**src/rtl/mux_stage_pkg.sv**
```systemverilog
// Shared types and default parameters for the mux capture stage.
package mux_stage_pkg;

  // Operating state of the capture stage.
  typedef enum logic {
    ST_RUN   = 1'b0,
    ST_FAULT = 1'b1
  } state_t;

  localparam int DEFAULT_DATA_W       = 8;
  localparam int DEFAULT_ERR_W        = 8;
  localparam int DEFAULT_FAULT_THRESH = 3;

  // Wide enough to count up to the largest legal FAULT_THRESH (255).
  localparam int CONSEC_W = 8;

endpackage

```
**src/rtl/sync_fifo.sv**
```systemverilog
// Small synchronous FIFO with registered storage and occupancy count.
// The head entry is read straight from storage, so the output is decoded
// from registers only. Writes when full and reads when empty are ignored.
module sync_fifo #(
  parameter int DATA_W = 8,
  parameter int DEPTH  = 2
) (
  input  logic                       clk,
  input  logic                       rst_n,
  input  logic                       push_i,
  input  logic [DATA_W-1:0]          wdata_i,
  input  logic                       pop_i,
  output logic [DATA_W-1:0]          rdata_o,
  output logic [$clog2(DEPTH+1)-1:0] count_o,
  output logic                       empty_o,
  output logic                       full_o
);

  localparam int AW = (DEPTH > 1) ? $clog2(DEPTH) : 1;
  localparam int CW = $clog2(DEPTH + 1);

  logic [DATA_W-1:0] mem_q [DEPTH];
  logic [AW-1:0]     wr_ptr_q, wr_ptr_d;
  logic [AW-1:0]     rd_ptr_q, rd_ptr_d;
  logic [CW-1:0]     count_q, count_d;
  logic              do_push, do_pop;

  // Qualify requests against occupancy so the pointers can never overrun.
  always_comb begin
    do_push = push_i && !full_o;
    do_pop  = pop_i && !empty_o;
  end

  // Pointer and occupancy next-state; DEPTH is a power of two so the
  // pointers wrap naturally at their width.
  always_comb begin
    wr_ptr_d = wr_ptr_q;
    rd_ptr_d = rd_ptr_q;
    count_d  = count_q;
    if (do_push) wr_ptr_d = wr_ptr_q + AW'(1);
    if (do_pop)  rd_ptr_d = rd_ptr_q + AW'(1);
    case ({do_push, do_pop})
      2'b10:   count_d = count_q + CW'(1);
      2'b01:   count_d = count_q - CW'(1);
      default: count_d = count_q;
    endcase
  end

  // Pointer and count registers.
  always_ff @(posedge clk or negedge rst_n) begin
    if (!rst_n) begin
      wr_ptr_q <= '0;
      rd_ptr_q <= '0;
      count_q  <= '0;
    end else begin
      wr_ptr_q <= wr_ptr_d;
      rd_ptr_q <= rd_ptr_d;
      count_q  <= count_d;
    end
  end

  // Storage is cleared on reset so the head reads zero straight away.
  always_ff @(posedge clk or negedge rst_n) begin
    if (!rst_n) begin
      for (int i = 0; i < DEPTH; i++) mem_q[i] <= '0;
    end else if (do_push) begin
      mem_q[wr_ptr_q] <= wdata_i;
    end
  end

  // Status and head data decoded from registers.
  always_comb begin
    rdata_o = mem_q[rd_ptr_q];
    count_o = count_q;
    empty_o = (count_q == '0);
    full_o  = (count_q == CW'(DEPTH));
  end

endmodule

```
**src/rtl/mux_capture_stage.sv**
```systemverilog
// Capture stage behind the 2:1 safe-select mux. Good beats go into a small
// FIFO; beats captured while the select was unknown are dropped and counted.
// A run of FAULT_THRESH consecutive dropped beats latches FAULT, which
// blocks further input until fault_clr.
//
// Handshake: a beat transfers on a rising edge where valid && ready. Ready
// never depends on the partner's valid, and in_ready is decoded purely from
// registered state (no path from out_ready).
module mux_capture_stage
  import mux_stage_pkg::*;
#(
  parameter int DATA_W       = DEFAULT_DATA_W,
  parameter int DEPTH        = 2,
  parameter int ERR_W        = DEFAULT_ERR_W,
  parameter int FAULT_THRESH = DEFAULT_FAULT_THRESH
) (
  input  logic              clk,
  input  logic              rst_n,
  input  logic              in_valid,
  output logic              in_ready,
  input  logic [DATA_W-1:0] in_data,
  input  logic              in_sel_unknown,
  output logic              out_valid,
  input  logic              out_ready,
  output logic [DATA_W-1:0] out_data,
  output logic [ERR_W-1:0]  err_cnt,
  output logic              fault,
  input  logic              fault_clr
);

  localparam int CNT_W = $clog2(DEPTH + 1);

  state_t                state_q, state_d;
  logic [ERR_W-1:0]      err_q, err_d;
  logic [CONSEC_W-1:0]   consec_q, consec_d;

  logic                  accept, bad, pop, push;
  logic                  fifo_full, fifo_empty;
  logic [CNT_W-1:0]      fifo_count;

  // An X or Z on the flag is treated as unknown, hence the case inequality.
  always_comb begin
    bad    = (in_sel_unknown !== 1'b0);
    accept = in_valid && in_ready;
    push   = accept && !bad;
    pop    = out_valid && out_ready;
  end

  sync_fifo #(
    .DATA_W (DATA_W),
    .DEPTH  (DEPTH)
  ) u_fifo (
    .clk     (clk),
    .rst_n   (rst_n),
    .push_i  (push),
    .wdata_i (in_data),
    .pop_i   (pop),
    .rdata_o (out_data),
    .count_o (fifo_count),
    .empty_o (fifo_empty),
    .full_o  (fifo_full)
  );

  // Error counters: the clear applies first, so a bad beat in the same
  // cycle as fault_clr is counted on top of the cleared value.
  always_comb begin
    err_d    = fault_clr ? '0 : err_q;
    consec_d = fault_clr ? '0 : consec_q;
    if (accept) begin
      if (bad) begin
        if (err_d != '1)    err_d    = err_d + ERR_W'(1);
        if (consec_d != '1) consec_d = consec_d + CONSEC_W'(1);
      end else begin
        consec_d = '0;
      end
    end
  end

  // Counter registers.
  always_ff @(posedge clk or negedge rst_n) begin
    if (!rst_n) begin
      err_q    <= '0;
      consec_q <= '0;
    end else begin
      err_q    <= err_d;
      consec_q <= consec_d;
    end
  end

  // FSM state register.
  always_ff @(posedge clk or negedge rst_n) begin
    if (!rst_n) state_q <= ST_RUN;
    else        state_q <= state_d;
  end

  // FSM next state: clear returns to RUN, then a threshold-reaching bad
  // beat (only possible in RUN) moves to FAULT on the same edge.
  always_comb begin
    state_d = state_q;
    if (fault_clr) state_d = ST_RUN;
    if (accept && bad && (consec_d >= CONSEC_W'(FAULT_THRESH))) state_d = ST_FAULT;
  end

  // FSM outputs, all decoded from registers.
  always_comb begin
    in_ready  = (state_q == ST_RUN) && !fifo_full;
    fault     = (state_q == ST_FAULT);
    out_valid = !fifo_empty;
    err_cnt   = err_q;
  end

  // Occupancy must stay within range and agree with the full flag.
  a_count_range: assert property (@(posedge clk) disable iff (!rst_n)
    (fifo_count <= CNT_W'(DEPTH)) && (fifo_full == (fifo_count == CNT_W'(DEPTH))));

endmodule

```
**config.mk**
```make
export PLATFORM = sky130hd
export DESIGN_NAME = mux_capture_stage
export DESIGN_NICKNAME = d
export VERILOG_FILES = /design/src/rtl/mux_stage_pkg.sv /design/src/rtl/sync_fifo.sv /design/src/rtl/mux_capture_stage.sv
export SDC_FILE = /design/constraint.sdc
export NUM_CORES = 1
export LEC_CHECK = 0
export ABC_AREA = 1
export CAP_MARGIN = 5
export CELL_PAD_IN_SITES_DETAIL_PLACEMENT = 1
export CELL_PAD_IN_SITES_GLOBAL_PLACEMENT = 2
export CORE_AREA = 8 8 93 95
export CTS_CLUSTER_SIZE = 25
export DETAILED_ROUTE_END_ITERATION = 8
export DIE_AREA = 0 0 101 103
export PLACE_DENSITY_LB_ADDON = 0.1
export REMOVE_ABC_BUFFERS = 1
export SYNTH_ARGS = -nofsm -noshare
export SYNTH_HDL_FRONTEND = slang
export SYNTH_SLANG_ARGS = --single-unit
```
**constraint.sdc**
```tcl
create_clock -name clk -period 2.4 [get_ports clk]
set_clock_uncertainty 0.1 [all_clocks]
set_input_delay 0.36 -clock clk [delete_from_list [all_inputs] [get_ports clk]]
set_output_delay 0.36 -clock clk [all_outputs]
set_load 0.05 [all_outputs]
```
==> impl_metrics.csv <==
group,metric,value,unit
run_status,outcome,"completed",
floorplanning,core,7140,um2
final_layout,regArea,926,um2
critical_path,path_cells,"inv_2 -> a21oi_1 -> clkdlybuf4s50_1",
final_layout,multi_input_area,992,um2
final_layout,nets,348,
timing,hold_viol,0,
critical_path,worstPathRequired,1940,ps
timing,rsz0062_at_grt,"no",
route,wl,5560,um
timing,fin_crit,2210,ps
logic_synthesis,syn_area,2140,um2
grt,busiest_layer,"met2",
logic_synthesis,yosysSeqAreaShare,43.2,%
grt,grt.met3_usage,2.57,%
critical_path,crit_fanout,4,
final_layout,drive_above_1_share,15.4,%
critical_path,path_class,"flip-flop to primary output",
logic_synthesis,synthAdderAreaFrac,1.75,%
clock_network,clk_pin_slew,80,ps
floorplanning,dieArea,10400,um2
logic_synthesis,ys_seq_elements,37,
critical_path,slowest_delay,820,ps
route,drc,0,
timing,setup_viol,0,
grt,grt_pass1_vias,2051,
timing,relSlewSlack,64.1,%
grt,antenna_found_initial,0,
critical_path,cp_slowest_cell,"clkdlybuf4s50_1",
logic_synthesis,synth.distinct_cells,31,
grt,grt_max_degree,18,
logic_synthesis,synthCells,283,
timing,worstMarginPinSlew,538,ps
flow_run,cap_violations,0,
logic_synthesis,synth_top_cell_by_area,"dfrtp_1",
grt,grt_use_met2,19.5,%
grt,globalRouteTotalUtil,12.0,%
logic_synthesis,synth_mux_area_share,0,%
place,dpl.hpwl,4350,um
timing,setup_ws,189,ps
route,drtIter0Drc,27,
logic_synthesis,ys_top_cells_by_area,"dfrtp_1 43%, nand2_1 16%, inv_1 6.7%",
floorplanning,top_level_ports,33,
logic_synthesis,yosys.area_share.simple,35.3,%
clock_network,cts_tree,"yes",
floorplanning,die_w,101,um
logic_synthesis,yosysWarnings,0,
hold_path,hold_class,"primary input to asynchronous set/reset pin",
route,first_pass_iters,4,
clock_network,insertion_delay,300,ps
timing,finalCritPeriodShare,92.1,%
floorplanning,initial_core_util,30.0,%
route,vias,1850,
critical_path,start_kind,"flip-flop",
clock_network,cts_buffers,5,
logic_synthesis,yosysTopAreaCellShare,43.2,%
logic_synthesis,synth_area_per_cell,7.58,um2
final_layout,syn2layout_area_growth,29.0,%
logic_synthesis,async_flop_share,100,%
route,via_per_inst,4.29,
route,post_drt_wl_per_cell,12.9,um
power_and_ir_drop,irDropWorstVdd,0.423,mV
clock_network,cts_sinks,37,
floorplanning,std_cell_rows,31,
critical_path,worstPathArrival,1750,ps
final_layout,layout_common_cells,"90 x nand2_1, 38 x inv_1, 37 x dfrtp_1",
final_layout,final_common_cell,"nand2_1",
logic_synthesis,synth_edf_count,0,
clock_network,post_cts_buffers,0,
power_and_ir_drop,power.density,950,nW/um2
timing,drv_slew,0,
logic_synthesis,synth_compound_area_share,5.95,%
logic_synthesis,synth_xor_area_share,2.86,%
clock_network,cts_buffer_depth,2,
place,io_buffer_count,32,
power_and_ir_drop,p_leak,1.54,nW
clock_network,clockRootBuffer,"clkbuf_8",
grt,grt_first_pass_wirelength,9840,um
logic_synthesis,ys.flop_type,"dfrtp_1",
place,post-place-ws,-108,ps
critical_path,critPathCaptureType,"primary output",
floorplanning,chipHeight,103,um
final_layout,n_fill_cell,920,
route,ant_nets,0,
timing,fmax,452,MHz
place,place_congestion,0.776,
place,place_inst,422,
grt,grt-ovfl-total,0,
clock_network,htree_levels,2,
final_layout,instances_no_fill,431,
timing,fin_tns_setup,0,ps
logic_synthesis,synth_top_family_by_area,"simple AND/OR/NAND/NOR gates",
grt,use_met1,15.6,%
final_layout,antenna-diode-count,0,
-- final cells by class --
class | count | area share, %
clock buffer | 5 | 2.49
clock inverter | 3 | 0.769
inverter | 49 | 6.65
multi-input combinational | 191 | 35.9
sequential | 37 | 33.5
tap | 99 | 4.48
timing repair buffer | 47 | 16.3
-- routing by layer --
layer  part of all wire [%]  vias to the layer above
li1                       -                      960
met1                     51                      858
met4                    1.2                        0
met2                     46                       25
met3                    2.5                        7
met5                      0                        -
-- cell usage after synthesis, types with 2 or more instances --
cell      instances
inv_1            38
nand3_1          21
nor2_2            3
buf_6             2
ha_1              3
xnor2_1           3
o21ai_0          20
nand2_2           7
buf_2             2
nor2_1           17
nand2_1          90
nand2_4           2
inv_2             7
dfrtp_1          37
nand4_1           4
xor2_1            4
nand3_2           4
a21oi_1           3
clkinv_1          4
-- critical path, delay by kind of cell (launching register included) --
family,cells,cell delay (ps)
AO/OA/AOI/OAI,1,130
flip-flops,1,420
buffers and inverters,2,900
-- per-stage QoR --
stage	cell area (um2)	utilization [%]	hold slack (ps)	power (W)
finish	2770	38.8	390	0.00263
global route	2770	38.8	419	0.00281
CTS	2740	38.4	395	0.00270
detailed placement	2640	37.0	190	0.00221
global placement	2640	37.0	187	0.00220
floorplan	2090	-	-35.6	0.00176
-- state kept, by name (all words and copies together) (netlist names) --
signal	flops
err_cnt	8
u_fifo.mem_q	16
fault	1
u_fifo.count_o	2
u_fifo.wr_ptr_q	1
u_fifo.rd_ptr_q	1
consec_q	8
-- what timing repair did --
action                     CTS  global route
hold buffers                 1             0
resized for setup            0             9
hold endpoints to repair    13             0
setup endpoints to repair    0            11
-- cell families (layout without fill, tap and decap cells) --
group	Yosys count	count (layout)
fa+ha+maj	3	3
flops	37	37
xor+xnor	7	7
buf+inv	55	104
simple gates	156	156
compound gates	25	25
-- path summary, 6_finish.rpt --
| kind | to | startpoint | slack, ps | cells after the start |
|---|---|---|---|---|
| min in group clk | u_fifo.mem_q[13]$_DFFE_PN0P_ | u_fifo.mem_q[13]$_DFFE_PN0P_ | 390 | 2 |
| max in group asynchronous | err_cnt[5]$_DFF_PN0_ | rst_n | 1300 | 3 |
| min | u_fifo.mem_q[11]$_DFFE_PN0P_ | rst_n | 390 | 2 |
| max | in_ready | u_fifo.count_o[0]$_DFFE_PN0P_ | 190 | 3 |
| min reg2reg | u_fifo.mem_q[13]$_DFFE_PN0P_ | u_fifo.mem_q[13]$_DFFE_PN0P_ | 390 | 2 |
| max reg2reg | fault$_DFFE_PN0P_ | consec_q[1]$_DFF_PN0_ | 540 | 15 |
-- where the power goes --
| part | internal (W) | leakage (nW) | switching [W] |
|---|---|---|---|
| Clock | 0.000206 | 0.0445 | 0.000259 |
| Combinational | 0.000418 | 1.01 | 0.000836 |
| Sequential | 0.000802 | 0.481 | 0.000107 |
| Total | 0.00143 | 1.54 | 0.00120 |
Note: power is estimated with default switching activity, not from simulation.
